[config.mk]
export PLATFORM = sky130hd
export DESIGN_NAME = sprite_scheduler_flat
export DESIGN_NICKNAME = d
export VERILOG_FILES = /design/src/rtl/sprite_pkg.sv /design/src/rtl/sprite_scheduler_if.sv /design/src/rtl/sprite_table.sv /design/src/rtl/sprite_scheduler.sv /design/src/flat_wrapper.sv
export SDC_FILE = /design/constraint.sdc
export NUM_CORES = 1
export LEC_CHECK = 0
export CAP_MARGIN = 20
export CORE_MARGIN = 2
export CORE_UTILIZATION = 60
export CTS_BUF_LIST = sky130_fd_sc_hd__clkbuf_4
export DETAILED_ROUTE_END_ITERATION = 16
export DONT_BUFFER_PORTS = 1
export PLACE_DENSITY = 0.76
export SLEW_MARGIN = 20
export SYNTH_ARGS = -nofsm -noshare
export SYNTH_HDL_FRONTEND = slang
export SYNTH_HIERARCHICAL = 1
export SYNTH_SLANG_ARGS = --single-unit
[constraint.sdc]
create_clock -name clk_pixel -period 5 [get_ports clk_pixel]
set_clock_uncertainty 0.05 [all_clocks]
set_input_delay 0.75 -clock clk_pixel [delete_from_list [all_inputs] [get_ports clk_pixel]]
set_output_delay 0.75 -clock clk_pixel [all_outputs]
set_load 0.02 [all_outputs]
[src/rtl/sprite_pkg.sv]
// Shared sprite definitions: canvas/table defaults, table entry layout and scheduler states.
package sprite_pkg;

  localparam int DEFAULT_MAX_SPRITES = 32;
  localparam int DEFAULT_WIDTH       = 1280;
  localparam int DEFAULT_HEIGHT      = 720;
  localparam int DEFAULT_NUM_FRAMES  = 512;

  localparam int IDX_W   = $clog2(DEFAULT_MAX_SPRITES);
  localparam int X_W     = $clog2(DEFAULT_WIDTH);
  localparam int Y_W     = $clog2(DEFAULT_HEIGHT);
  localparam int FRAME_W = $clog2(DEFAULT_NUM_FRAMES);

  typedef struct packed {
    logic               active;
    logic [X_W-1:0]     x;
    logic [Y_W-1:0]     y;
    logic [FRAME_W-1:0] frame;
  } sprite_entry_t;

  typedef enum logic [2:0] {
    S_IDLE,
    S_FETCH,
    S_WAIT_RDY,
    S_OFFER,
    S_HOLDOFF,
    S_DONE
  } sched_state_t;

endpackage

[src/rtl/sprite_scheduler_if.sv]
// Table write bus from game logic plus the sprite offer port towards graphics.
interface sprite_scheduler_if #(
  parameter int IW = sprite_pkg::IDX_W,
  parameter int XW = sprite_pkg::X_W,
  parameter int YW = sprite_pkg::Y_W,
  parameter int FW = sprite_pkg::FRAME_W
);
  logic          wr_en;
  logic [IW-1:0] wr_idx;
  logic          wr_active;
  logic [XW-1:0] wr_x;
  logic [YW-1:0] wr_y;
  logic [FW-1:0] wr_frame;

  logic          sprite_ready;
  logic          sprite_valid;
  logic [XW-1:0] sprite_x;
  logic [YW-1:0] sprite_y;
  logic [FW-1:0] sprite_frame_number;

  modport master (
    output wr_en, wr_idx, wr_active, wr_x, wr_y, wr_frame, sprite_ready,
    input  sprite_valid, sprite_x, sprite_y, sprite_frame_number
  );

  modport slave (
    input  wr_en, wr_idx, wr_active, wr_x, wr_y, wr_frame, sprite_ready,
    output sprite_valid, sprite_x, sprite_y, sprite_frame_number
  );
endinterface

[src/rtl/sprite_table.sv]
// Sprite register file: one write port, one registered read-first read port.
module sprite_table #(
  parameter int  MAX_SPRITES = sprite_pkg::DEFAULT_MAX_SPRITES,
  localparam int IW          = $clog2(MAX_SPRITES)
) (
  input  logic                     clk_pixel,
  input  logic                     sys_rst_n,
  input  logic                     wr_en,
  input  logic [IW-1:0]            wr_idx,
  input  sprite_pkg::sprite_entry_t wr_data,
  input  logic [IW-1:0]            rd_idx,
  output sprite_pkg::sprite_entry_t rd_data
);
  import sprite_pkg::*;

  logic [MAX_SPRITES-1:0]         active_q;
  logic [X_W+Y_W+FRAME_W-1:0]     payload_q [MAX_SPRITES];
  logic                           wr_hit;

  assign wr_hit = wr_en && ({1'b0, wr_idx} < (IW+1)'(MAX_SPRITES));

  // NOTE: sequential state uses non-blocking assignments so every flop samples pre-edge values.
  always_ff @(posedge clk_pixel or negedge sys_rst_n) begin
    if (!sys_rst_n) begin
      active_q <= '0;
    end else if (wr_hit) begin
      active_q[wr_idx] <= wr_data.active;
    end
  end

  // NOTE: only the active bits are reset; coordinates of an inactive entry are never looked at.
  always_ff @(posedge clk_pixel) begin
    if (wr_hit) begin
      payload_q[wr_idx] <= {wr_data.x, wr_data.y, wr_data.frame};
    end
  end

  always_ff @(posedge clk_pixel or negedge sys_rst_n) begin
    if (!sys_rst_n) begin
      rd_data <= '0;
    end else begin
      rd_data <= {active_q[rd_idx], payload_q[rd_idx]};
    end
  end

endmodule

[src/rtl/sprite_scheduler.sv]
// Per-frame scan of the sprite table feeding active entries to graphics in index order.
// Optional SPRITE_SCHED_STATS_EN adds overrun_count and sprites_last status outputs.
module sprite_scheduler #(
  parameter int MAX_SPRITES = sprite_pkg::DEFAULT_MAX_SPRITES,
  parameter int WIDTH       = sprite_pkg::DEFAULT_WIDTH,
  parameter int HEIGHT      = sprite_pkg::DEFAULT_HEIGHT,
  parameter int NUM_FRAMES  = sprite_pkg::DEFAULT_NUM_FRAMES
) (
  input  logic              clk_pixel,
  input  logic              sys_rst_n,
  input  logic [5:0]        frame_count,
  sprite_scheduler_if.slave bus,
  output logic              busy,
  output logic              frame_done,
  output logic              overrun
`ifdef SPRITE_SCHED_STATS_EN
  ,
  output logic [15:0]                    overrun_count,
  output logic [$clog2(MAX_SPRITES):0]   sprites_last
`endif
);
  import sprite_pkg::*;

  localparam int IW = $clog2(MAX_SPRITES);
  localparam int XW = $clog2(WIDTH);
  localparam int YW = $clog2(HEIGHT);
  localparam int FW = $clog2(NUM_FRAMES);
  localparam logic [IW-1:0] LAST_IDX = IW'(MAX_SPRITES - 1);

  sched_state_t  state_q, state_d;
  logic [IW-1:0] idx_q, idx_d;
  logic          restart_q, restart_d;
  logic          load_fields;
  logic [5:0]    prev_fc_q;
  logic          primed_q;
  logic          frame_start;
  logic          overrun_q;
  logic [XW-1:0] x_q;
  logic [YW-1:0] y_q;
  logic [FW-1:0] frame_q;
  sprite_entry_t wr_entry, rd_entry;

  assign wr_entry = '{active: bus.wr_active, x: bus.wr_x, y: bus.wr_y, frame: bus.wr_frame};

  // Read address is the next index so the entry is ready the cycle FETCH looks at it.
  sprite_table #(.MAX_SPRITES(MAX_SPRITES)) u_table (
    .clk_pixel (clk_pixel),
    .sys_rst_n (sys_rst_n),
    .wr_en     (bus.wr_en),
    .wr_idx    (bus.wr_idx),
    .wr_data   (wr_entry),
    .rd_idx    (idx_d),
    .rd_data   (rd_entry)
  );

  // primed_q keeps the first post-reset cycle from looking like a frame change.
  always_ff @(posedge clk_pixel or negedge sys_rst_n) begin
    if (!sys_rst_n) begin
      prev_fc_q <= '0;
      primed_q  <= 1'b0;
    end else begin
      prev_fc_q <= frame_count;
      primed_q  <= 1'b1;
    end
  end

  assign frame_start = primed_q && (frame_count != prev_fc_q);
  assign busy        = state_q inside {S_FETCH, S_WAIT_RDY, S_OFFER, S_HOLDOFF};

  always_ff @(posedge clk_pixel or negedge sys_rst_n) begin
    if (!sys_rst_n) begin
      state_q   <= S_IDLE;
      idx_q     <= '0;
      restart_q <= 1'b0;
      overrun_q <= 1'b0;
    end else begin
      state_q   <= state_d;
      idx_q     <= idx_d;
      restart_q <= restart_d;
      overrun_q <= frame_start && busy;
    end
  end

  // NOTE: every always_comb output gets a default first, so no path can infer a latch.
  always_comb begin
    state_d     = state_q;
    idx_d       = idx_q;
    restart_d   = restart_q;
    load_fields = 1'b0;
    unique case (state_q)
      S_IDLE, S_DONE: begin
        state_d = S_IDLE;
        if (frame_start) begin
          state_d = S_FETCH;
          idx_d   = '0;
        end
      end
      S_FETCH: begin
        if (frame_start) begin
          idx_d = '0;
        end else if (rd_entry.active) begin
          load_fields = 1'b1;
          state_d     = S_WAIT_RDY;
        end else if (idx_q == LAST_IDX) begin
          state_d = S_DONE;
        end else begin
          idx_d = idx_q + IW'(1);
        end
      end
      S_WAIT_RDY: begin
        if (frame_start) begin
          state_d = S_FETCH;
          idx_d   = '0;
        end else if (bus.sprite_ready) begin
          state_d = S_OFFER;
        end
      end
      S_OFFER: begin
        state_d = S_HOLDOFF;
        if (frame_start) restart_d = 1'b1;
      end
      S_HOLDOFF: begin
        restart_d = 1'b0;
        if (frame_start || restart_q) begin
          state_d = S_FETCH;
          idx_d   = '0;
        end else if (idx_q == LAST_IDX) begin
          state_d = S_DONE;
        end else begin
          state_d = S_FETCH;
          idx_d   = idx_q + IW'(1);
        end
      end
      default: state_d = S_IDLE;
    endcase
  end

  always_ff @(posedge clk_pixel or negedge sys_rst_n) begin
    if (!sys_rst_n) begin
      x_q     <= '0;
      y_q     <= '0;
      frame_q <= '0;
    end else if (load_fields) begin
      x_q     <= rd_entry.x;
      y_q     <= rd_entry.y;
      frame_q <= rd_entry.frame;
    end
  end

  assign bus.sprite_valid        = (state_q == S_OFFER);
  assign bus.sprite_x            = x_q;
  assign bus.sprite_y            = y_q;
  assign bus.sprite_frame_number = frame_q;
  assign frame_done              = (state_q == S_DONE);
  assign overrun                 = overrun_q;

`ifdef SPRITE_SCHED_STATS_EN
  logic [IW:0] accepted_q;

  always_ff @(posedge clk_pixel or negedge sys_rst_n) begin
    if (!sys_rst_n) begin
      overrun_count <= '0;
      sprites_last  <= '0;
      accepted_q    <= '0;
    end else begin
      if (frame_start && busy && overrun_count != '1) overrun_count <= overrun_count + 16'd1;
      if (state_q == S_DONE) sprites_last <= accepted_q;
      if ((frame_start && state_q != S_OFFER) || (state_q == S_HOLDOFF && restart_q)) begin
        accepted_q <= '0;
      end else if (state_q == S_OFFER) begin
        accepted_q <= accepted_q + (IW+1)'(1);
      end
    end
  end
`endif

endmodule

[src/flat_wrapper.sv]
// flat-port wrapper written by rule: the top's interface ports become plain ports
module sprite_scheduler_flat import sprite_pkg::*;
#(
  parameter int MAX_SPRITES = sprite_pkg::DEFAULT_MAX_SPRITES,
  parameter int WIDTH       = sprite_pkg::DEFAULT_WIDTH,
  parameter int HEIGHT      = sprite_pkg::DEFAULT_HEIGHT,
  parameter int NUM_FRAMES  = sprite_pkg::DEFAULT_NUM_FRAMES
)
  (clk_pixel, sys_rst_n, frame_count, busy, frame_done, overrun, bus_wr_en, bus_wr_idx, bus_wr_active, bus_wr_x, bus_wr_y, bus_wr_frame, bus_sprite_ready, bus_sprite_valid, bus_sprite_x, bus_sprite_y, bus_sprite_frame_number);
  sprite_scheduler_if bus_i ();
  input  logic clk_pixel;
  input  logic sys_rst_n;
  input  logic [5:0] frame_count;
  output logic busy;
  output logic frame_done;
  output logic overrun;
  input wire logic [$bits(bus_i.wr_en)-1:0] bus_wr_en;
  input wire logic [$bits(bus_i.wr_idx)-1:0] bus_wr_idx;
  input wire logic [$bits(bus_i.wr_active)-1:0] bus_wr_active;
  input wire logic [$bits(bus_i.wr_x)-1:0] bus_wr_x;
  input wire logic [$bits(bus_i.wr_y)-1:0] bus_wr_y;
  input wire logic [$bits(bus_i.wr_frame)-1:0] bus_wr_frame;
  input wire logic [$bits(bus_i.sprite_ready)-1:0] bus_sprite_ready;
  output wire logic [$bits(bus_i.sprite_valid)-1:0] bus_sprite_valid;
  output wire logic [$bits(bus_i.sprite_x)-1:0] bus_sprite_x;
  output wire logic [$bits(bus_i.sprite_y)-1:0] bus_sprite_y;
  output wire logic [$bits(bus_i.sprite_frame_number)-1:0] bus_sprite_frame_number;
  assign bus_i.wr_en = bus_wr_en;
  assign bus_i.wr_idx = bus_wr_idx;
  assign bus_i.wr_active = bus_wr_active;
  assign bus_i.wr_x = bus_wr_x;
  assign bus_i.wr_y = bus_wr_y;
  assign bus_i.wr_frame = bus_wr_frame;
  assign bus_i.sprite_ready = bus_sprite_ready;
  assign bus_sprite_valid = bus_i.sprite_valid;
  assign bus_sprite_x = bus_i.sprite_x;
  assign bus_sprite_y = bus_i.sprite_y;
  assign bus_sprite_frame_number = bus_i.sprite_frame_number;
  sprite_scheduler #(.MAX_SPRITES(MAX_SPRITES), .WIDTH(WIDTH), .HEIGHT(HEIGHT), .NUM_FRAMES(NUM_FRAMES)) u_core (.clk_pixel(clk_pixel), .sys_rst_n(sys_rst_n), .frame_count(frame_count), .bus(bus_i), .busy(busy), .frame_done(frame_done), .overrun(overrun));
endmodule
==> results.sh <==
export IMPL_synth_area_leaders="edfxtp_1 69%, mux2i_1 12%, dfrtp_1 6.6%"
export IMPL_yosysTopAreaCell="edfxtp_1"
export IMPL_ir_drop_mv=0.405
export IMPL_drive_gt1_share_pct=22.4
export IMPL_status="completed"
export IMPL_dr_pass1_iters=6
export IMPL_cts_root_buf="clkbuf_4"
export IMPL_finalHoldViolCount=0
export IMPL_p_per_area_nw_per_um2=494
export IMPL_synth_most_common_cell="edfxtp_1"
export IMPL_crit_fanout=27
export IMPL_tritoncts="yes"
export IMPL_die_h_um=267
export IMPL_hold_path_class="in2reg"
export IMPL_synth_xor_area_share_pct=0.147
export IMPL_async_flop_share_pct=10.3
export IMPL_vias=23794
export IMPL_synth_flop_cell="edfxtp_1"
export IMPL_post_dp_hpwl_um=55600
export IMPL_post_drt_wl_per_cell_um=27.3
export IMPL_antenna_left=0
export IMPL_r2r_slack_ns=1.21
export IMPL_cts_resized_gates=0
export IMPL_gp_congestion=0.801
export IMPL_cp_data_required_time_ns=5.91
export IMPL_initial_core_util_pct=60.7
export IMPL_synthSimpleGateAreaFrac_pct=3.42
export IMPL_grt_first_pass_wirelength_um=150000
export IMPL_die_area_sq_um=71500
export IMPL_drv_cap=0
export IMPL_synth_seq_cells=1070
export IMPL_viasPerCell=6.30
export IMPL_p_leak_uw=0.0155
export IMPL_grt_pass1_vias=23888
export IMPL_finalCriticalPeriod_ns=3.79
export IMPL_maxSlewHeadroom_pct=24.2
export IMPL_period_share_pct=75.8
export IMPL_clk_pin_slew_ns=0.07
export IMPL_yosysWarnings=6
export IMPL_grt_max_degree=111
export IMPL_port_buffers=0
export IMPL_antenna_found_initial=9
export IMPL_nets=2694
export IMPL_synthMuxAreaShare_pct=13.6
export IMPL_tns_ns=0
export IMPL_synth_edff_count=960
export IMPL_yosys_cell_types_count=46
export IMPL_dp_cells=3251
export IMPL_synthCells=2378
export IMPL_syn_to_final_growth_pct=13.0
export IMPL_die_w_um=267
export IMPL_core_sq_um=68600
export IMPL_post_cts_buffers=0
export IMPL_grt_setup_unrepaired="no"
export IMPL_clk_latency_ns=1.10
export IMPL_tightest_slew_ns=1.13
export IMPL_route_detailed_drc=0
export IMPL_clock_sinks=1070
export IMPL_first_iter_violations=3102
export IMPL_filler_cell_count=4367
export IMPL_r2r_end="u_core/u_table/rd_data[27]"
export IMPL_holdPathStages=1
export IMPL_h_tree_depth=5
export IMPL_synth_commonest_cells="960 x edfxtp_1, 496 x mux2i_1, 110 x dfrtp_1"
export IMPL_ctsHoldBuffers=41
export IMPL_fin_cells=3777
export IMPL_ys_seq_area_share_pct=75.9
export IMPL_crit_type="reg2reg"
export IMPL_final_util_pct=68.6
export IMPL_overflow=0
export IMPL_rows=96
export IMPL_io_pins=80
export IMPL_avgSynthCellArea_sq_um=17.5
export IMPL_synth_adder_area_share_pct=0.0301
export IMPL_drt_wl_total_um=103000
export IMPL_synth_nets=2425
export IMPL_synth_area_sq_um=41600
export IMPL_synth_top_cell_area_share_pct=69.3
export IMPL_max_freq_ghz=0.264
export IMPL_hold_end="u_core/u_table/payload_q[8][12]"
export IMPL_timing_rr_start="u_core/state_q[1]"
export IMPL_synth_top_family_by_area="multiplexers"
export IMPL_synth_compound_area_share_pct=4.94
export IMPL_setup_viol=0
export IMPL_reg2reg_depth=11
export IMPL_cp_data_arrival_time_ns=4.70
export IMPL_start_kind="flop"
export IMPL_cp_end_kind="flop"
export IMPL_numCtsBuffers=282
export IMPL_maxSlewViolCount=0
export IMPL_grt_usage_pct=29.3
export IMPL_clockBufferDepth=4
export IMPL_hp_start="bus_wr_y[3]"
[where the power goes]
part | internal, uW | switching (uW) | leakage (uW)
combinational | 2180 | 2920 | 0.00337
clock | 4070 | 3380 | 0.00212
sequential | 10200 | 487 | 0.00997
total | 16400 | 6790 | 0.0155
[logic make-up after synthesis]
| logic type | Yosys count |
|---|---|
| AOI/OAI and AO/OA | 299 |
| xor gates and xnor gates | 7 |
| adders and majority gates | 1 |
| buffers and inverters | 139 |
| DFF | 1070 |
| muxes | 558 |
| other | 1 |
| and+or+nand+nor | 303 |
[stage by stage]
stage	power [uW]	setup WS [ns]	hold slack, ns	area, sq um
2_1_floorplan	14600	1.70	0.404	41600
3_3_place_gp	15600	0.902	0.412	43100
3_5_place_dp	15700	0.825	0.413	43100
4_1_cts	23300	1.16	0.0552	47000
5_1_grt	24200	0.922	0.0722	47000
6_report	23200	1.21	0.118	47000
[metal layers]
| metal | track usage (%) | vias to the layer above | part of all wire (%) |
|---|---|---|---|
| met5 | 0 | - | 0.066 |
| met4 | 11.2 | 10 | 3.0 |
| met3 | 7.10 | 216 | 9.8 |
| met2 | 46.7 | 1446 | 48 |
| met1 | 39.4 | 12035 | 39 |
| li1 | - | 10087 | - |
[how the worst max path moves through the flow]
stage,start,to,slack (ns),cells after the start
final,u_core/state_q[1],u_core/u_table/rd_data[27],1.21,11
after global routing,u_core/prev_fc_q[3],u_core/u_table/rd_data[26],0.92,10
after CTS,u_core/prev_fc_q[5],u_core/u_table/rd_data[20],1.16,11
after detailed placement,frame_count[5],u_core/u_table/rd_data[27],0.83,11
after global placement,frame_count[2],u_core/u_table/rd_data[20],0.90,11
after floorplan,bus_wr_idx[1],u_core/u_table/active_q[24],1.70,4
[worst max-delay path, stage by stage (launching register included)]
cell and delay [ns]:
dfrtp_1 0.49, or4b_1 0.61, a211o_1 0.32, a2bb2oi_2 0.17, or3_1 0.36, o221ai_1 0.25
and2_4 0.49, buf_12 0.24, a22o_1 0.17, nor3_1 0.05, a31oi_1 0.34, nand3_1 0.14
[final cells by class]
cell class | instances | area (sq um) | share of cell area, %
antenna | 3 | 7.51 | 0.0160
clock buffer | 426 | 3200 | 6.80
tap | 931 | 1160 | 2.48
clock inverter | 54 | 312 | 0.663
sequential | 1070 | 31600 | 67.2
timing repair buffer | 118 | 1230 | 2.61
inverter | 6 | 22.5 | 0.0479
multi-input combinational | 1169 | 9510 | 20.2
[cells in the final DEF, fill, tap and decap left out, drive strengths merged, types with 5 or more instances in the layout]
cell	count
nand3b	6
clkinv	45
nand3	99
a22o	62
a21oi	97
edfxtp	960
mux2	62
clkbuf	426
nor3	31
o21ai	5
buf	90
inv	11
dfrtp	110
dlygate4sd3	28
a22oi	93
nor2	38
nand2	105
a31oi	32
xnor2	5
mux2i	496
[sequential cells by signal, indices dropped and copies added (netlist names)]
name                            count
u_core/bus.sprite_frame_number      9
u_core/bus.sprite_x                11
u_core/bus.sprite_y                10
u_core/idx_q                        5
u_core/overrun                      1
u_core/prev_fc_q                    6
u_core/primed_q                     1
u_core/restart_q                    1
u_core/state_q                      3
u_core/u_table/active_q            32
u_core/u_table/payload_q          960
u_core/u_table/rd_data             31
Power figures use the tool's default switching activity.
